**src/rtl/instruction_cache.sv**
```systemverilog
// rtl/instruction_cache.sv - direct-mapped instruction cache in front of a 128-bit line memory
//
// Purpose:
//   Answers one 32-bit instruction fetch at a time. Hits respond one cycle
//   after acceptance. Misses drive the line address to the instruction memory,
//   wait MEM_WAIT cycles for the line, store it un-permuted, and respond.
//
// Ports:
//   clk           clock, all state on posedge
//   reset         synchronous active-high reset
//   req_valid     fetch request present
//   req_addr      byte address of the fetch (bits[1:0] ignored)
//   req_ready     high only while idle; accept = req_valid & req_ready
//   flush         invalidate every line
//   resp_valid    one-cycle pulse per accepted request
//   resp_addr     word-aligned address of the answered request
//   resp_instr    instruction word
//   mem_address   line address to the instruction memory (low 4 bits zero)
//   mem_dataline  line returned by the instruction memory (permuted order)

module instruction_cache #(
    parameter int LINES    = 8,
    parameter int MEM_WAIT = 7
) (
    input  logic         clk,
    input  logic         reset,
    input  logic         req_valid,
    input  logic [31:0]  req_addr,
    output logic         req_ready,
    input  logic         flush,
    output logic         resp_valid,
    output logic [31:0]  resp_addr,
    output logic [31:0]  resp_instr,
    output logic [31:0]  mem_address,
    input  logic [127:0] mem_dataline
);

    localparam int IDX_W = $clog2(LINES);
    localparam int TAG_W = 28 - IDX_W;
    localparam int CNT_W = (MEM_WAIT < 1) ? 1 : $clog2(MEM_WAIT + 1);

    typedef enum logic {
        IDLE = 1'b0,
        FILL = 1'b1
    } state_t;

    state_t state;
    state_t state_next;

    logic [LINES-1:0]   valid;
    logic [TAG_W-1:0]   tag_mem  [LINES];
    logic [127:0]       data_mem [LINES];

    logic [CNT_W-1:0]   wait_cnt;
    logic [31:0]        pend_addr;
    // Remembers a flush seen during the current fill so the filled line is
    // written but left invalid.
    logic               fill_flushed;

    logic [31:0]        req_word_addr;
    logic [IDX_W-1:0]   req_idx;
    logic [TAG_W-1:0]   req_tag;
    logic [IDX_W-1:0]   fill_idx;
    logic [TAG_W-1:0]   fill_tag;
    logic               accept;
    logic               hit;
    logic               fill_done;
    logic [127:0]       fill_line;

    // Pick one 32-bit word out of an un-permuted line by word offset.
    function automatic logic [31:0] sel_word(input logic [127:0] line,
                                             input logic [1:0]   off);
        logic [31:0] w;
        case (off)
            2'd0:    w = line[31:0];
            2'd1:    w = line[63:32];
            2'd2:    w = line[95:64];
            default: w = line[127:96];
        endcase
        return w;
    endfunction

    assign req_word_addr = req_addr & 32'hFFFF_FFFC;
    assign req_idx       = req_word_addr[3+IDX_W:4];
    assign req_tag       = req_word_addr[31:4+IDX_W];
    assign fill_idx      = pend_addr[3+IDX_W:4];
    assign fill_tag      = pend_addr[31:4+IDX_W];

    assign accept    = req_valid && req_ready;
    // A flush on the accept edge wipes the line, so the request must miss.
    assign hit       = valid[req_idx] && (tag_mem[req_idx] == req_tag) && !flush;
    assign fill_done = (state == FILL) && (wait_cnt == CNT_W'(MEM_WAIT));

    // Memory order is word0, word2, word1, word3 from the low bits upward;
    // swap the middle two words back into address order.
    assign fill_line = {mem_dataline[127:96], mem_dataline[63:32],
                        mem_dataline[95:64],  mem_dataline[31:0]};

    // State register
    always_ff @(posedge clk) begin
        if (reset) begin
            state <= IDLE;
        end else begin
            state <= state_next;
        end
    end

    // Next-state logic
    always_comb begin
        state_next = state;
        case (state)
            IDLE: begin
                if (accept && !hit) begin
                    state_next = FILL;
                end
            end
            FILL: begin
                if (fill_done) begin
                    state_next = IDLE;
                end
            end
            default: state_next = IDLE;
        endcase
    end

    // Output logic
    always_comb begin
        req_ready = 1'b0;
        if (state == IDLE) begin
            req_ready = 1'b1;
        end
    end

    // Control and response registers
    always_ff @(posedge clk) begin
        if (reset) begin
            valid        <= '0;
            wait_cnt     <= '0;
            pend_addr    <= '0;
            fill_flushed <= 1'b0;
            resp_valid   <= 1'b0;
            resp_addr    <= '0;
            resp_instr   <= '0;
            mem_address  <= '0;
        end else begin
            resp_valid <= 1'b0;
            if (flush) begin
                valid <= '0;
            end
            case (state)
                IDLE: begin
                    if (accept) begin
                        if (hit) begin
                            resp_valid <= 1'b1;
                            resp_addr  <= req_word_addr;
                            resp_instr <= sel_word(data_mem[req_idx], req_word_addr[3:2]);
                        end else begin
                            pend_addr    <= req_word_addr;
                            mem_address  <= {req_word_addr[31:4], 4'b0000};
                            wait_cnt     <= '0;
                            fill_flushed <= 1'b0;
                        end
                    end
                end
                FILL: begin
                    if (fill_done) begin
                        wait_cnt   <= '0;
                        resp_valid <= 1'b1;
                        resp_addr  <= pend_addr;
                        resp_instr <= sel_word(fill_line, pend_addr[3:2]);
                        if (!fill_flushed && !flush) begin
                            valid[fill_idx] <= 1'b1;
                        end
                    end else begin
                        wait_cnt <= wait_cnt + CNT_W'(1);
                        if (flush) begin
                            fill_flushed <= 1'b1;
                        end
                    end
                end
                default: ;
            endcase
        end
    end

    // Line storage has no reset; the valid bits alone decide what is usable.
    always_ff @(posedge clk) begin
        if (!reset && fill_done) begin
            data_mem[fill_idx] <= fill_line;
            tag_mem[fill_idx]  <= fill_tag;
        end
    end

endmodule

```
**config.mk**
```make
export PLATFORM = sky130hd
export DESIGN_NAME = instruction_cache
export DESIGN_NICKNAME = d
export VERILOG_FILES = /design/src/rtl/instruction_cache.sv
export SDC_FILE = /design/constraint.sdc
export NUM_CORES = 1
export LEC_CHECK = 0
export CAP_MARGIN = 20
export CORE_ASPECT_RATIO = 1.2
export CORE_MARGIN = 2
export CORE_UTILIZATION = 60
export CTS_CLUSTER_DIAMETER = 30
export DETAILED_ROUTE_END_ITERATION = 8
export GPL_ROUTABILITY_DRIVEN = 0
export HOLD_SLACK_MARGIN = 0.12
export PLACE_DENSITY = 0.79
export SLEW_MARGIN = 15
export SYNTH_ARGS = -nofsm -noshare
export SYNTH_HDL_FRONTEND = slang
export SYNTH_SLANG_ARGS = --single-unit
```
**constraint.sdc**
```tcl
create_clock -name clk -period 18.7 [get_ports clk]
set_clock_uncertainty 0.1 [all_clocks]
set_input_delay 3.74 -clock clk [delete_from_list [all_inputs] [get_ports clk]]
set_output_delay 3.74 -clock clk [all_outputs]
set_load 0.03 [all_outputs]
```
# After elaboration in Yosys (flattened, before gate mapping)
# Memories as Yosys holds them, arrays and structs flattened.
# Index checks and enable logic that the tools add are counted.
# op_classes
addsub	1
n_lt_le_gt_ge	3
eq_ne	12
n_mux	38
n_bitwise	3
reduce_logical	18
# op_table
operator	count
$mux 32	6
$pmux 32 s3	2
$pmux 32 s2	2
$mux 8	5
$eq 25x25->1	1
$mux 1	14
$ne 2x2->1 const B	5
$mux 3	3
$logic_and 1x1->1	8
$lt 3x4->1 const B	2
$or 8x8->8	1
$pmux 1 s2	3
$pmux 3 s2	1
$reduce_and 3->1	2
$eq 2x1->1 const B	2
$eq 2x2->1 const B	2
$logic_not 1->1	4
$logic_not 2->1	2
$reduce_and 4->1	1
$add 3x1->3 const B	1
$bmux 1 s3	1
$demux 1 s3	1
$eq 3x3->1 const B	1
$ge 3x1->1 const B	1
3 further kinds	4
# totals
register_bits	136
mem_bits_rw	1224
in_bits	164
output_inout_bits	98
word_cells	86
n_memories	2
# memory_table
memory	words	word_bits	rd	rd_ports_with_merged_regs	wr	line_no	rtl
data_mem	8	128	1	0	1	52	logic [127:0] data_mem [LINES];
tag_mem	8	25	1	0	1	51	logic [TAG_W-1:0] tag_mem [LINES];

# Depth between registers and ports, before layout
# Gate-level depths: netlist of the first run.
# depth
word_depth	8
mapped_depth	14
ltp_nobuf	8

# Worst setup path after synthesis of the first run
# No wires, ideal clock.
# synth_path
path_kind	input port to flip-flop
from	input port reset
to	memory data_mem[1][0], enable pin
setup_time_ns	0.852
arrival_ns	14.737
required_ns	17.748
setup_slack_ns	3.010
stages	5
path_buffers	2
path_cell_list	clkbuf_1 -> inv_1 -> clkbuf_1 -> nand3_1 -> nor3_1
# synth_between
elab_chain_len	4
# synth_lines
item	line_no	rtl
start, declared	26	input logic reset,
$logic_not 1->1	188	if (!reset && fill_done) begin
$logic_and 1x1->1	188	
$mux 1	188	
$mux 1 (not written as such)	189	data_mem[fill_idx] <= fill_line;
end, declared	52	
# No other way between the ends.

# Worst setup path after layout of the first run
# layout_path
from	input port req_addr[4]
to	register resp_instr[7]
# layout_between
elab_chain_len	6
elab_cells_between_ends	13
cone_classes	eq/ne (2); mux (6); reduce/logical (3); memory (2)
# layout_lines
item	line_no	rtl
start, declared	28	input logic [31:0] req_addr,
$mem_v2 8x25 or $bmux 1 s3 (tied branches)	-	
$eq 25x25->1 or $mux 1 (tied branches)	91	assign hit = valid[req_idx] && (tag_mem[req_idx] == req_tag) && !flush;
$logic_and 1x1->1 (2 in series)	91	
$ne 2x2->1 (no source line)	-	
$reduce_and 3->1 (no source line)	-	
end signal, assigned	156	resp_instr <= sel_word(data_mem[req_idx], req_word_addr[3:2]);
end signal, assigned	170	resp_instr <= sel_word(fill_line, pend_addr[3:2]);
end, declared	33	output logic [31:0] resp_instr,
# Several ways; a longest one is shown, not always the timed one. The select of a mux whose other input is x is not followed.
# A chain may end at the register's enable or synchronous reset.

==> results, run 1 <==
- CTS saw 1330 sinks.
- The placement-stage worst setup slack is 9644 ps.
- Data on the critical path arrives at its endpoint at 8650 ps.
- The later pin in the worst-skew pair is clocked with a latency of 750 ps.
- The reported leakage power is 19.77 nW.
- For the pin with the worst max-slew slack, the measured transition is 1181 ps.
- Detailed routing inserted a total of 27640 vias.
- Setup total negative slack on the finished layout was measured at 0 ps.
- For the finished layout, the period the worst path requires is 8160 ps.
- The wire length per cell is 31.23 µm.
- Leaving out filler cells and counting taps, the final layout contains 4074.
- The number of I/O pins is 262.
- The overall routing resource usage is 28.95%.
- The starting density of the core is 60.64%.
- The flip-flop cell with the highest count after synthesis is edfxtp_1.
- The number of instances in the synthesized netlist is 2506.
- The area of the placeable core is 86370 µm².
- Dividing the synthesized area by the synthesized cell count gives 20.90 µm².
- The number of filler instances in the final layout is 4823.
- The number of placement rows is 118.
- Measured against its own limit, the worst slew margin works out to 21.27%.
- The via count of the first global-routing pass is 29140.
- The total wire length after detailed routing is 127200 µm.
- The total global routing overflow is 0.
- The largest fanout on the critical path is 112.
- Once placement completed, the tool counted placed cells totaling 3740.
- In the final layout, the multi-input gates occupy 12520 µm².
- The post-CTS setup-driven buffer insertion count is 0.
- For this run, the top clock speed supported by timing is 122.6 MHz.
- The kind of end point of the critical path is a flip-flop.
- Cells with a size suffix above 1 make up 25.48% of the layout.
- The count of hold-fix buffers inserted at cts is 0.
- The share of flip-flops with an asynchronous set or reset after synthesis is 0%.
- The post-detailed-route count of antenna-violating nets is 0.
- Entering global routing, the biggest net connects 139 pins.
- The number of endpoints failing setup at the final stage is 0.
- After routing the design area is 61790 µm².
- In the finished design, the share of the clock period the worst path needs comes to 43.63%.
- After synthesis, the netlist uses 47 different library cells.
- The number of antenna violations at the first check in global routing is 30.
- The clock-pin slew reported for the worst setup and hold paths after clock tree synthesis is 60 ps.
- The number of gates resized after CTS was 0.
- Measured along the y axis, the die boundary spans 327.7 µm.
- The number of flops mapped to enable cells by yosys is 1224.
- STA puts the critical path data required time at 19190 ps.
- In this run the number of H-tree levels came out at 4.
- The dominant cell type by area after synthesis is edfxtp_1.
- The count of TritonRoute iterations in the first routing pass is 6.
- Max-cap violations in this run came to 0.
- The number of design-rule violations left by the first detailed-router iteration is 3834.
- The HPWL after detailed placement is 63060 µm.
- The clock tree from TritonCTS is yes.
- Setup repair after global routing left no endpoint under its margin.
- Buffers inserted during clock tree synthesis total 171.
- The number of buffers on the longest clock path is 3.
- The die outline area is 89690 µm².
- The flow ran to the end, and the final reports show no timing, DRC or antenna violations.
- Dividing the detail-routed via count by the number of cells gives 6.785.
- After synthesis, the cell types taking the most area are edfxtp_1, mux4_2, dfxtp_1, mux2i_1, clkbuf_1.
- IR analysis of the VDD net gives a maximum drop of 0.07696 mV.
- The number of buffer cells added on primary ports is 253.
- The sequential cells in the finished layout cover a total of 38890 µm².
- The share of the synthesized area in the top cell type is 70.17%.
- The global-route wire length before repair is 188100 µm.
- The path type of the worst min-delay path is flip-flop to flip-flop.
- The final number of hold-violating endpoints is 0.
- The placed instances occupy a cell area of 55780 µm².
- For this run, the number of Yosys warnings is 0.
- The category of the most critical setup path is primary input to flip-flop.
- After synthesis, flip-flops and latches occupy 74.22% of the total area.
- Compared with the post-synthesis result, the final layout area differs by 17.96%.
- The launching element type of the critical path is a primary input.
- The area of the mapped netlist is 52380 µm².
- The final worst-path setup slack is 10540 ps.
- The horizontal extent of the die is 273.7 µm.
- The root buffer cell chosen for the clock tree is clkbuf_16.
- The net count of the finished layout is 2939.
- The flip-flop and latch count after synthesis is 1330.
- The number of pins exceeding their max-slew limit in the final report is 0.
- Cells fill 71.54% of the core in the end.
- For this run, design rule violations remaining after detail routing come to 0.
- The power density over the cells is 112.6 nW/µm².
-- layout by cell type, fill, tap and decap left out, types with 4 or more instances in the layout --
cell             Yosys  layout
a21oi_1             71      71
a221oi_1            32      32
a22oi_1             26      26
and2_1               4       4
and3_1               9       9
buf_12               0       5
buf_4               39      42
bufinv_16            0      20
clkbuf_1           107      14
clkbuf_16            0     176
clkdlybuf4s50_1      0     247
clkinv_1             2      12
clkinv_2             0      18
clkinv_4             0      18
clkinv_8             0       5
clkinvlp_4           0      20
conb_1               1       6
dfxtp_1            106     103
diode_2              0      14
edfxtp_1          1224    1224
inv_6                0      22
inv_8                0      14
mux2i_1             97      97
mux4_2             378     378
nand2_1              7       6
nand3_1              8       8
nand4_1             63      63
nor2_1              56      49
nor2_4               0       7
nor2b_1             37      37
nor3_1              62      60
o21ai_0             32      32
o31ai_1             32      32
xor2_1              14      14
-- cells in the mapped netlist (3+ instances only) --
cell	count
edfxtp_1	1224
buf_2	40
clkbuf_1	107
nand2_1	7
nand3_1	8
o31ai_1	32
nor2_1	56
nor4_1	3
buf_1	13
nor2b_1	37
o32ai_1	3
xor2_1	14
o2111ai_1	3
and2_1	4
buf_6	8
o21ai_0	32
o22ai_1	3
nand2b_1	3
nand4_1	63
a22oi_1	26
and3_1	9
dfxtp_1	106
mux4_2	378
a221oi_1	32
a21oi_1	71
mux2i_1	97
nor3_1	62
buf_4	39
-- worst max-delay path, stage by stage --
cell and delay [ps]:
buf_8 460, buf_12 740, buf_4 880, buf_4 810, mux4_2 620, mux4_2 480
mux2i_1 160, nor2_1 60, a21oi_1 360, o31ai_1 100
-- layout make-up --
| cell class | count | share of cell area, % |
|---|---|---|
| diodes | 14 | 0.05670 |
| clock buffers | 192 | 7.258 |
| inverters | 4 | 0.02430 |
| flip-flops and latches | 1330 | 62.94 |
| repair buffers | 297 | 4.741 |
| multi-input cells | 969 | 20.27 |
| clock inverters | 128 | 2.408 |
| well taps | 1140 | 2.309 |
-- path summary, 6_finish.rpt --
| path | from | endpoint | slack, ps | cells after the start |
|---|---|---|---|---|
| setup / recovery | req_addr[4] | resp_instr[7]$_SDFFE_PP0P_ | 10540 | 10 |
| hold / removal | resp_instr[31]$_SDFFE_PP0P_ | resp_instr[31]$_SDFFE_PP0P_ | 390 | 2 |
| setup reg to reg | state$_SDFF_PP0_ | resp_instr[19]$_SDFFE_PP0P_ | 14460 | 9 |
| hold reg to reg | resp_instr[31]$_SDFFE_PP0P_ | resp_instr[31]$_SDFFE_PP0P_ | 390 | 2 |
-- sequential cells by signal (all words and copies together) (netlist names), 3 cells and up --
register    flops
valid           8
pend_addr      30
tag_mem       200
resp_instr     32
wait_cnt        3
data_mem     1024
resp_addr      30
-- metal layers --
layer	share of wire, %	global-route usage (%)	vias to the layer above
met1	35	37.17	14290
met2	51	47.18	1887
met4	3.2	12.49	36
li1	-	-	11140
met3	11	7.632	290
met5	0.18	0	-
-- logic make-up (layout without fill, tap and decap cells) --
family | count (synthesis) | in the layout | synth area share, %
flops | 1330 | 1330 | 74.22
mux | 475 | 475 | 18.11
simple gates | 263 | 263 | 2.745
buf+inv | 212 | 621 | 2.030
compound gates | 208 | 208 | 2.589
xor+xnor | 15 | 15 | 0.2508
fa+ha+maj | 2 | 2 | 0.04777
other cells | 1 | 20 | 0.007159
-- report_power, final --
| group | switching, mW | internal [mW] | total (mW) | leakage (nW) |
|---|---|---|---|---|
| Sequential | 0.0195 | 3.25 | 3.27 | 11.9 |
| Combinational | 0.176 | 0.148 | 0.325 | 4.98 |
| Clock | 1.32 | 2.05 | 3.36 | 2.87 |
-- per-stage QoR --
stage,total power [mW],hold slack [ps]
global placement,3.637,357.3
global route,7.124,414.7
CTS,6.989,392.7
finish,6.956,390.6
detailed placement,3.649,372.4
floorplan,3.522,344.7
Note: power is estimated with default switching activity, not from simulation.
==> inputs of run 2 (changes only) <==
==> constraint.sdc (replaced) <==
create_clock -name clk -period 7.9 [get_ports clk]
set_clock_uncertainty 0.1 [all_clocks]
set_input_delay 1.58 -clock clk [delete_from_list [all_inputs] [get_ports clk]]
set_output_delay 1.58 -clock clk [all_outputs]
set_load 0.03 [all_outputs]
==> run 2 against run 1 <==
Net effect: clock power is 140% higher; die area stayed put; sequential share of layout area down 0.30 points; critical path depth down 5; wire length grew 1.0%; first-iteration DRC count fell by 3.9%; largest cell class unchanged; critical path type is now flip-flop to output port; hold slack gained 12 ps; worst setup slack worse by 7900 ps; combinational power grew 140%.
==> results, run 2 (synthesis results as in run 1) <==
- Combinational cells account for 4.7% of the total power.
- The via count of the first global-routing pass is 29060.
- In this run the power spent charging and discharging nets is 3.666 mW.
- The portion of the clock cycle consumed by the worst path in the final layout is 66.53%.
- The register with the most flip-flops in the layout has 1024 of them.
- The insertion delay to the later sink of the worst-skew pair is 770 ps.
- Of the total power, the share spent switching nets is 21.97%.
- Wires add up to 128500 µm.
- The cell with the largest stage delay on the worst path is dfxtp_4.
- The number of design-rule violations left by the first detailed-router iteration is 3683.
- The kind of end point of the critical path is an output port.
- The tree is rooted in a clkbuf_16.
- Setup repair after global routing left no endpoint under its margin.
- Dividing the detail-routed via count by the number of cells gives 6.776.
- Buffers inserted to repair hold after CTS numbered 0.
- The number of buffers and inverters on the critical path is 5.
- The routed layout has 27690 vias.
- In the final layout, the registers with the most flip-flops are data_mem (1024), tag_mem (200), resp_instr (32).
- Relative to the synthesized area, the layout overhead comes to 18.52%.
- Counting flops per register, the top entry is data_mem.
- The power density over the cells is 268.8 nW/µm².
- The clock tree synthesis step divided the H-tree into 4 levels.
- Leaving out fill and tap cells, the most frequent cell in the layout is edfxtp_1.
- The library cells used most frequently in the layout, excluding fill and tap cells, are edfxtp_1, mux4_2, clkdlybuf4s50_1.
- At the end of the flow, the number of nets in the layout was 2948.
- The final number of hold-violating endpoints is 0.
- The category of the most critical setup path is flip-flop to output port.
- IR analysis of the VDD net gives a maximum drop of 0.1855 mV.
- The path type of the worst min-delay path is flip-flop to flip-flop.
- Along the worst path, the maximum fanout reaches 61.
- The die outline area is 89690 µm².
- The number of setup buffers added after CTS is 0.
- In the routed design, unresolved DRC markers number 0.
- The pin count of the biggest net entering global routing is 128.
- The flow ran to the end, and the final reports show no timing, DRC or antenna violations.
- In this run the horizontal extent of the chip is 273.7 µm.
- Clock-pin slew was measured on the worst setup and hold paths at 50 ps.
- The post-detailed-route count of antenna-violating nets is 0.
- met2 is the most crowded layer.
- The total global routing overflow is 0.
- For met1 alone, demand over resource in global routing was 37.03%.
- For met3 alone, demand over resource in global routing was 7.215%.
- The relative max-transition margin is 21.50%.
- Internal power comes to 13.02 mW.
- The share of the core filled with cells is 71.87%.
- Data arrives at the worst endpoint at 3580 ps.
- The initial utilization of the core area, before any placement, comes to 60.64%.
- The shortest clock period the worst path allows after layout is 5256 ps.
- Timing would allow up to 190.3 MHz.
- During I/O placement, the number of pins put on the boundary was 262.
- The die height is 327.7 µm.
- The tightest hold path in the finished design has a slack of 402.6 ps.
- Counting along the longest clock path gives a buffer depth of 3.
- The count of TritonRoute iterations in the first routing pass is 6.
- The max capacitance violation total is 0.
- In this run the core area contains 118 standard-cell rows.
- The wire length per cell is 31.45 µm.
- In this run the tool buffered the top-level ports with 253 buffer cells.
- In this run, the clock network consumes 49.0% of the power.
- The analysis attributes to cell leakage a power of 19.93 nW.
- The core region is 86370 µm².
- The number of endpoints failing setup at the final stage is 0.
- The signal on the critical path passes through buf_4 > buf_16 > clkinv_1 > buf_4 > clkdlybuf4s50_1.
- The number of cells upsized or downsized after cts is 0.
- The register share of total power is 46.4%.
- The post-route netlist has 25.89% of its cells at a drive strength greater than 1.
- The endpoint required time on the critical path is 6220 ps.
- The wire-length estimate of the detail-placed layout is 63040 µm.
- The overall routing resource usage is 28.97%.
- The slew at the pin with the worst max-slew slack is 1177 ps.
- The number of pins exceeding their max-slew limit in the final report is 0.
- The most numerous cell type found on the critical path is buf_4.
- The count of clock tree sinks is 1330.
- The total clock buffers created by CTS is 175.
- TritonCTS built the clock tree.
- STA classifies the critical path startpoint as a flip-flop.
- The fraction of met2 tracks used by global routing is 47.96%.
- The gate family responsible for the most delay along the worst path is buffers and inverters.
- The largest single stage delay on the critical path is 740 ps.
- The first global-routing pass estimated 187600 µm of wire.
- The number of antenna violations at the first check in global routing is 17.
[run 2: through the flow]
stage	setup slack (ps)	cells	cell area (µm²)	TNS, ps	total power, mW
4_1_cts	2431	4073	61990	0	16.74
5_1_grt	2598	4082	62070	0	17.06
3_5_place_dp	2139	3743	55830	0	8.631
3_3_place_gp	2237	3743	55830	0	8.606
6_report	2644	4086	62080	0	16.68
2_1_floorplan	-1521	2511	52410	-1608100	8.336
[run 2: final timing paths]
kind / startpoint / slack (ps) / depth (start not counted) / to
max: state$_SDFF_PP0_ / 2640 / 5 / req_ready
min: resp_instr[17]$_SDFFE_PP0P_ / 400 / 2 / resp_instr[17]$_SDFFE_PP0P_
max reg2reg: state$_SDFF_PP0_ / 3510 / 4 / data_mem[6][86]$_DFFE_PP_
min reg2reg: resp_instr[17]$_SDFFE_PP0P_ / 400 / 2 / resp_instr[17]$_SDFFE_PP0P_
[run 2: layout make-up]
cell class | instances | area, µm²
clock buffer | 196 | 4582
clock inverter | 134 | 1582
sequential | 1330 | 38890
tap | 1140 | 1426
fill | 4792 | 24290
timing repair buffer | 302 | 3019
multi-input combinational | 969 | 12540
antenna | 11 | 27.53
inverter | 4 | 15.01
[run 2: power groups by stage]
stage	Combinational, mW	Sequential (mW)	Clock, mW
floorplan	0.482	7.85	0
global placement	0.729	7.88	0
finish	0.776	7.74	8.17
CTS	0.771	7.73	8.24
global route	0.819	7.73	8.51
detailed placement	0.751	7.88	0
[run 2: tightest hold or removal path, stage by stage, from the launching register on]
cell and delay (ps):
dfxtp_1 320, nand4_1 70, o31ai_1 60
[run 2: metal layers]
layer	share of wire [%]	routed length (µm)
met2	51	65870
met3	9.9	12740
met1	35	45570
met5	0.090	116
met4	3.3	4194
